--- config.mk ---
export PLATFORM = sky130hd
export DESIGN_NAME = preg_reclaim
export DESIGN_NICKNAME = d
export VERILOG_FILES = /design/src/rtl/preg_reclaim_pkg.sv /design/src/rtl/preg_reclaim_compact.sv /design/src/rtl/preg_reclaim.sv
export SDC_FILE = /design/constraint.sdc
export NUM_CORES = 1
export LEC_CHECK = 0
export ABC_AREA = 1
export CORE_MARGIN = 4
export CORE_UTILIZATION = 60
export DETAILED_ROUTE_END_ITERATION = 8
export PLACE_DENSITY = 0.82
export SYNTH_ARGS = -nofsm -noshare
export SYNTH_HDL_FRONTEND = slang
export SYNTH_HIERARCHICAL = 1
export SYNTH_SLANG_ARGS = --single-unit
--- constraint.sdc ---
create_clock -name i_clk -period 4.4 [get_ports i_clk]
set_input_delay 1.32 -clock i_clk [delete_from_list [all_inputs] [get_ports i_clk]]
set_output_delay 1.32 -clock i_clk [all_outputs]
set_load 0.005 [all_outputs]
--- src/rtl/preg_reclaim_pkg.sv ---
// Shared core package for the rename back end.
//
// Holds the constants that the freelist, rename logic and the reclaim buffer
// must agree on: physical-register index width, the hardwired-zero index and
// the number of commit lanes.
package preg_reclaim_pkg;

    // Physical-register index width (32 physical registers).
    localparam int unsigned PREG_WIDTH = 5;

    // Index 0 is the hardwired-zero register; it is never allocated or freed.
    localparam int unsigned PREG_ZERO = 0;

    // Number of instructions that can commit (and release a register) per cycle.
    localparam int unsigned COMMIT_LANES = 2;

    // Width of a per-cycle push count, 0..COMMIT_LANES.
    localparam int unsigned PUSH_CNT_W = $clog2(COMMIT_LANES + 1);

    // Which commit lanes carry a reclaimable (valid, nonzero) index.
    typedef enum logic [1:0] {
        LaneNone  = 2'b00,
        Lane0Only = 2'b01,
        Lane1Only = 2'b10,
        LaneBoth  = 2'b11
    } lane_sel_e;

    // True when an index names a real, reclaimable physical register.
    function automatic logic preg_is_real(input logic [PREG_WIDTH-1:0] preg);
        return preg != PREG_WIDTH'(PREG_ZERO);
    endfunction

endpackage

--- src/rtl/preg_reclaim_compact.sv ---
// reclaim_compact: two-lane zero filter and compaction for the reclaim buffer.
//
// A lane contributes an entry only when it is valid and its index is not the
// hardwired-zero register. Surviving entries are packed toward entry 0 so the
// buffer can write them at tail and tail+1 without holes.
//
// Ports:
//   i_valid    [1:0]        per-lane commit strobe, already gated by o_ready
//   i_preg0    [WIDTH-1:0]  lane 0 released index
//   i_preg1    [WIDTH-1:0]  lane 1 released index
//   o_push_cnt [1:0]        number of entries to enqueue (0..2)
//   o_entry0   [WIDTH-1:0]  first entry in program order (valid if cnt >= 1)
//   o_entry1   [WIDTH-1:0]  second entry (valid if cnt == 2)
module reclaim_compact
    import preg_reclaim_pkg::*;
#(
    parameter int unsigned WIDTH = PREG_WIDTH
) (
    input  logic [COMMIT_LANES-1:0] i_valid,
    input  logic [WIDTH-1:0]        i_preg0,
    input  logic [WIDTH-1:0]        i_preg1,
    output logic [PUSH_CNT_W-1:0]   o_push_cnt,
    output logic [WIDTH-1:0]        o_entry0,
    output logic [WIDTH-1:0]        o_entry1
);

    logic      lane0_ok;
    logic      lane1_ok;
    lane_sel_e lane_sel;

    always_comb begin
        lane0_ok = i_valid[0] && (i_preg0 != WIDTH'(PREG_ZERO));
        lane1_ok = i_valid[1] && (i_preg1 != WIDTH'(PREG_ZERO));
        lane_sel = lane_sel_e'({lane1_ok, lane0_ok});
    end

    always_comb begin
        o_push_cnt = '0;
        o_entry0   = '0;
        o_entry1   = '0;
        unique case (lane_sel)
            LaneNone: begin
                o_push_cnt = PUSH_CNT_W'(0);
            end
            Lane0Only: begin
                o_push_cnt = PUSH_CNT_W'(1);
                o_entry0   = i_preg0;
            end
            Lane1Only: begin
                // Lane 1 alone slides down into the first slot.
                o_push_cnt = PUSH_CNT_W'(1);
                o_entry0   = i_preg1;
            end
            LaneBoth: begin
                o_push_cnt = PUSH_CNT_W'(2);
                o_entry0   = i_preg0;
                o_entry1   = i_preg1;
            end
            default: begin
                o_push_cnt = '0;
            end
        endcase
    end

endmodule

--- src/rtl/preg_reclaim.sv ---
// preg_reclaim: buffers physical registers released at commit and trickles
// them back to the freelist one per cycle.
//
// Up to two indices arrive per cycle from the commit lanes; they are filtered
// (index 0 dropped), compacted and pushed into a circular FIFO. The head entry
// is offered to the freelist every cycle the FIFO is non-empty and the
// freelist is not full. Push and pop may happen in the same cycle.
//
// Ports:
//   i_clk      clock, rising edge
//   i_rst      asynchronous active-high reset; discards buffered indices
//   i_valid    [1:0] per-lane commit strobe
//   i_preg0    [WIDTH-1:0] index released by lane 0
//   i_preg1    [WIDTH-1:0] index released by lane 1
//   o_ready    room for two entries this cycle; inputs ignored when low
//   o_fl_data  [WIDTH-1:0] head entry to the freelist, 0 when empty
//   o_fl_we    freelist write strobe, pops the head
//   i_fl_full  freelist cannot accept a write this cycle
//   o_count    [$clog2(DEPTH):0] entries currently buffered
module preg_reclaim
    import preg_reclaim_pkg::*;
#(
    parameter int unsigned WIDTH = PREG_WIDTH,
    // Must be a power of two, at least 4, so the pointers wrap for free.
    parameter int unsigned DEPTH = 8
) (
    input  logic                     i_clk,
    input  logic                     i_rst,
    input  logic [COMMIT_LANES-1:0]  i_valid,
    input  logic [WIDTH-1:0]         i_preg0,
    input  logic [WIDTH-1:0]         i_preg1,
    output logic                     o_ready,
    output logic [WIDTH-1:0]         o_fl_data,
    output logic                     o_fl_we,
    input  logic                     i_fl_full,
    output logic [$clog2(DEPTH):0]   o_count
);

    localparam int unsigned PTR_W = $clog2(DEPTH);
    localparam int unsigned CNT_W = PTR_W + 1;

    logic [WIDTH-1:0] mem [DEPTH];

    logic [PTR_W-1:0] head_q, head_d;
    logic [PTR_W-1:0] tail_q, tail_d;
    logic [CNT_W-1:0] count_q, count_d;

    logic                  ready;
    logic                  pop;
    logic [COMMIT_LANES-1:0] valid_gated;
    logic [PUSH_CNT_W-1:0] push_cnt;
    logic [WIDTH-1:0]      entry0;
    logic [WIDTH-1:0]      entry1;
    logic [PTR_W-1:0]      tail_plus1;

    // Room for a full pair is required even if only one lane is valid, so the
    // sender sees a single, lane-independent handshake.
    always_comb begin
        ready       = count_q <= CNT_W'(DEPTH - 2);
        pop         = (count_q != '0) && !i_fl_full;
        valid_gated = ready ? i_valid : '0;
    end

    reclaim_compact #(
        .WIDTH (WIDTH)
    ) u_compact (
        .i_valid    (valid_gated),
        .i_preg0    (i_preg0),
        .i_preg1    (i_preg1),
        .o_push_cnt (push_cnt),
        .o_entry0   (entry0),
        .o_entry1   (entry1)
    );

    always_comb begin
        tail_plus1 = tail_q + PTR_W'(1);
        head_d     = pop ? head_q + PTR_W'(1) : head_q;
        tail_d     = tail_q + PTR_W'(push_cnt);
        count_d    = count_q + CNT_W'(push_cnt) - {{(CNT_W-1){1'b0}}, pop};
    end

    always_ff @(posedge i_clk or posedge i_rst) begin
        if (i_rst) begin
            head_q  <= '0;
            tail_q  <= '0;
            count_q <= '0;
        end else begin
            head_q  <= head_d;
            tail_q  <= tail_d;
            count_q <= count_d;
        end
    end

    // Data words are not reset; count gates everything read out of them.
    always_ff @(posedge i_clk) begin
        if (push_cnt != '0) begin
            mem[tail_q] <= entry0;
        end
        if (push_cnt == PUSH_CNT_W'(2)) begin
            mem[tail_plus1] <= entry1;
        end
    end

    // Read straight from storage: a pushed entry is only visible once written.
    always_comb begin
        o_ready   = ready;
        o_fl_we   = pop;
        o_fl_data = (count_q != '0) ? mem[head_q] : '0;
        o_count   = count_q;
    end

endmodule

==> run_results.csv <==
group,metric,value,unit
sta,rsz0062_at_grt,"false",
synth,yosysUniqueCellTypes,23,
critical_path,critPathLaunchType,"primary input",
sta,tightestPinTransition,0.762,ns
global_route,grt.overflow.total,0,
cts,post_cts_buffers,0,
cts,cts_buffer_depth,2,
critical_path,r2r-start,"o_count[3]$_DFF_PP0_",
cts,clkTransAtPathRegs,0.08,ns
route,num_vias,2885,
place,gp_congestion,0.846,
route,drtIter0Drc,227,
synth,async_reset_ff_share,20.0,%
critical_path,cp_slowest_cell,"clkdlybuf4s50_1",
sta,maxSlewHeadroom,48.7,%
critical_path,r2r-end,"mem[2][3]$_DFFE_PP_",
cts,htree_levels,2,
critical_path,setup.worst_path.start,"i_fl_full",
synth,synth_fp_nets,484,
place,dp_hpwl,5810,µm
floorplan,core-area,5240,µm²
finish,final_net_count,501,
sta,fmax,258,MHz
floorplan,initial_utilization,63.2,%
synth,synth_common_cells,"nand2_1 (189), inv_1 (74), nand3_1 (50)",
synth,yosys.area.top_type,"edfxtp_1",
sta,hold_viol_final,0,
synth,ys.flop_type,"edfxtp_1",
critical_path,critPathMaxFanout,4,
synth,synth-edff-count,40,
synth,avgSynthCellArea,7.31,µm²
cts,cts_tree,"done",
min_path,hold_depth,1,
global_route,grt_max_degree,22,
place,port_buffers,25,
route,drcViolationCount,0,
synth,yosys-top-cells-area,"edfxtp_1 (36%), nand2_1 (21%), inv_1 (8.4%), dfrtp_1 (7.6%), nand3_1 (7.6%)",
sta,post-route-min-period,3.88,ns
critical_path,path_cells,"clkdlybuf4s50_1 -> inv_1 -> nand2_1 -> inv_1 -> clkdlybuf4s50_1",
cts,ctsResizeCount,0,
sta,finalMaxSlewViolations,0,
synth,synth_cells,453,
critical_path,crit_arrival,2.56,ns
global_route,grt_pass1_wl,12900,µm
critical_path,critPathKind,"in2out",
cts,cts-root-buf,"clkbuf_8",
synth,synth-seq-area-share,43.8,%
cts,clock_latency,0.30,ns
sta,finClkSkew,0.00927,ns
power_and_ir_drop,p_leak,0.00190,µW
floorplan,placement_rows,26,
global_route,grt_use_total,25.5,%
synth,syn_area,3310,µm²
sta,hold_slack,0.560,ns
floorplan,die_x,82.3,µm
run_status,outcome,"completed",
finish,fin_area,3710,µm²
cts,cts_num_sinks,50,
floorplan,die_area,6770,µm²
place,place_area,3600,µm²
critical_path,required,3.08,ns
finish,synthToLayoutAreaGrowth,12.0,%
global_route,grt_pass1_vias,2789,
route,wl,7660,µm
global_route,grt_antenna_before_repair,0,
floorplan,ios,26,
route,via_per_inst,5.33,
floorplan,die_y,82.3,µm
critical_path,critical_path.max_stage_delay,0.53,ns
sta,setup_viol,0,
route,wl_per_cell,14.2,µm
power_and_ir_drop,p_per_area,646,nW/µm²
critical_path,regToRegSetupSlack,1.17,ns
critical_path,crit_path_end_kind,"primary output",
synth,ys_warn_count,6,
finish,layout-drive-gt1-share,5.52,%
synth,synth_top_area_share,36.3,%
route,antenna_left,0,
critical_path,reg2reg_depth,13,
synth,synth_most_common_cell,"nand2_1",
route,first_pass_iters,5,
synth,synth_seq_cells,50,
critical_path,crit_path_end,"o_fl_we",
job,drv_cap,0,
sta,post-route-period-util,88.1,%
cts,cts_buffers,5,
min_path,hp-class,"reg2reg",
sta,totalNegativeSetupSlack,0,ns
cts,postCtsHoldBufs,0,
finish,diodes,0,
power_and_ir_drop,vdd_drop_max,350,µV
==> cell usage in the layout (no fill, tap or decap), types with 2 or more instances in the layout <==
master,netlist,layout
clkdlybuf4s50_1,0,25
nor2_1,17,17
a21oi_1,6,6
xnor2_1,3,3
fa_1,2,2
inv_1,74,74
clkbuf_8,0,5
nand3_1,50,50
dfrtp_1,10,10
ha_1,14,14
nand2_1,189,189
edfxtp_1,40,40
buf_4,3,7
xor2_1,3,3
o21ai_0,10,10
nor2_2,7,7
==> sequential cells by signal, summed over array words and instances (netlist names) <==
register	count
o_count	4
mem	40
head_q	3
tail_q	3
==> how the worst min path moves through the flow <==
stage                               startpoint                   end
after floorplan           o_count[0]$_DFF_PP0_  o_count[0]$_DFF_PP0_
after global placement    o_count[0]$_DFF_PP0_  o_count[0]$_DFF_PP0_
after detailed placement  o_count[0]$_DFF_PP0_  o_count[0]$_DFF_PP0_
after CTS                 o_count[0]$_DFF_PP0_  o_count[0]$_DFF_PP0_
after global routing      o_count[0]$_DFF_PP0_  o_count[0]$_DFF_PP0_
final                     o_count[0]$_DFF_PP0_  o_count[0]$_DFF_PP0_
==> worst max-delay path, delay by kind of cell <==
family                 cells  cell delay (ns)
buffers and inverters      4             1.14
AND/OR/NAND/NOR            1             0.09
==> power breakdown <==
part / internal, µW / leakage, µW / switching, µW
logic: 509 / 0.00136 / 783
registers: 685 / 0.000486 / 102
clock network: 170 / 0.0000514 / 148
total: 1360 / 0.00190 / 1030
==> layer usage <==
metal  up-vias  share of wire [%]  global-route usage [%]
met5         -                  0                       0
li1       1422                  -                       -
met2       136                 48                    43.2
met1      1302                 43                    33.8
met3        25                6.8                    3.58
met4         0                2.4                    7.81
==> cell families (layout without fill, tap and decap cells) <==
| group | count (synthesis) | after routing | share of synthesized area [%] |
|---|---|---|---|
| flops | 50 | 50 | 43.8 |
| compound gates | 17 | 17 | 2.64 |
| simple gates | 266 | 266 | 33.0 |
| xor+xnor | 7 | 7 | 2.42 |
| buf+inv | 97 | 115 | 11.6 |
| fa+ha+maj | 16 | 16 | 6.50 |
==> layout make-up <==
class | count | area, µm²
clock inverters | 2 | 37.5
flip-flops and latches | 50 | 1450
fillers | 437 | 1530
repair buffers | 32 | 303
well taps | 70 | 87.6
clock buffers | 6 | 72.6
multi-input cells | 306 | 1480
inverters | 75 | 282
==> stage by stage <==
step           utilization [%]  setup slack, ns  total power [µW]  cells
2_1_floorplan                -             1.21              1670    453
3_3_place_gp              68.7            0.418              2040    533
3_5_place_dp              68.7            0.317              2070    533
4_1_cts                   70.8            0.519              2390    541
5_1_grt                   70.8            0.307              2620    541
6_report                  70.8            0.523              2400    541
No activity file was read; power rests on OpenSTA's default activity.
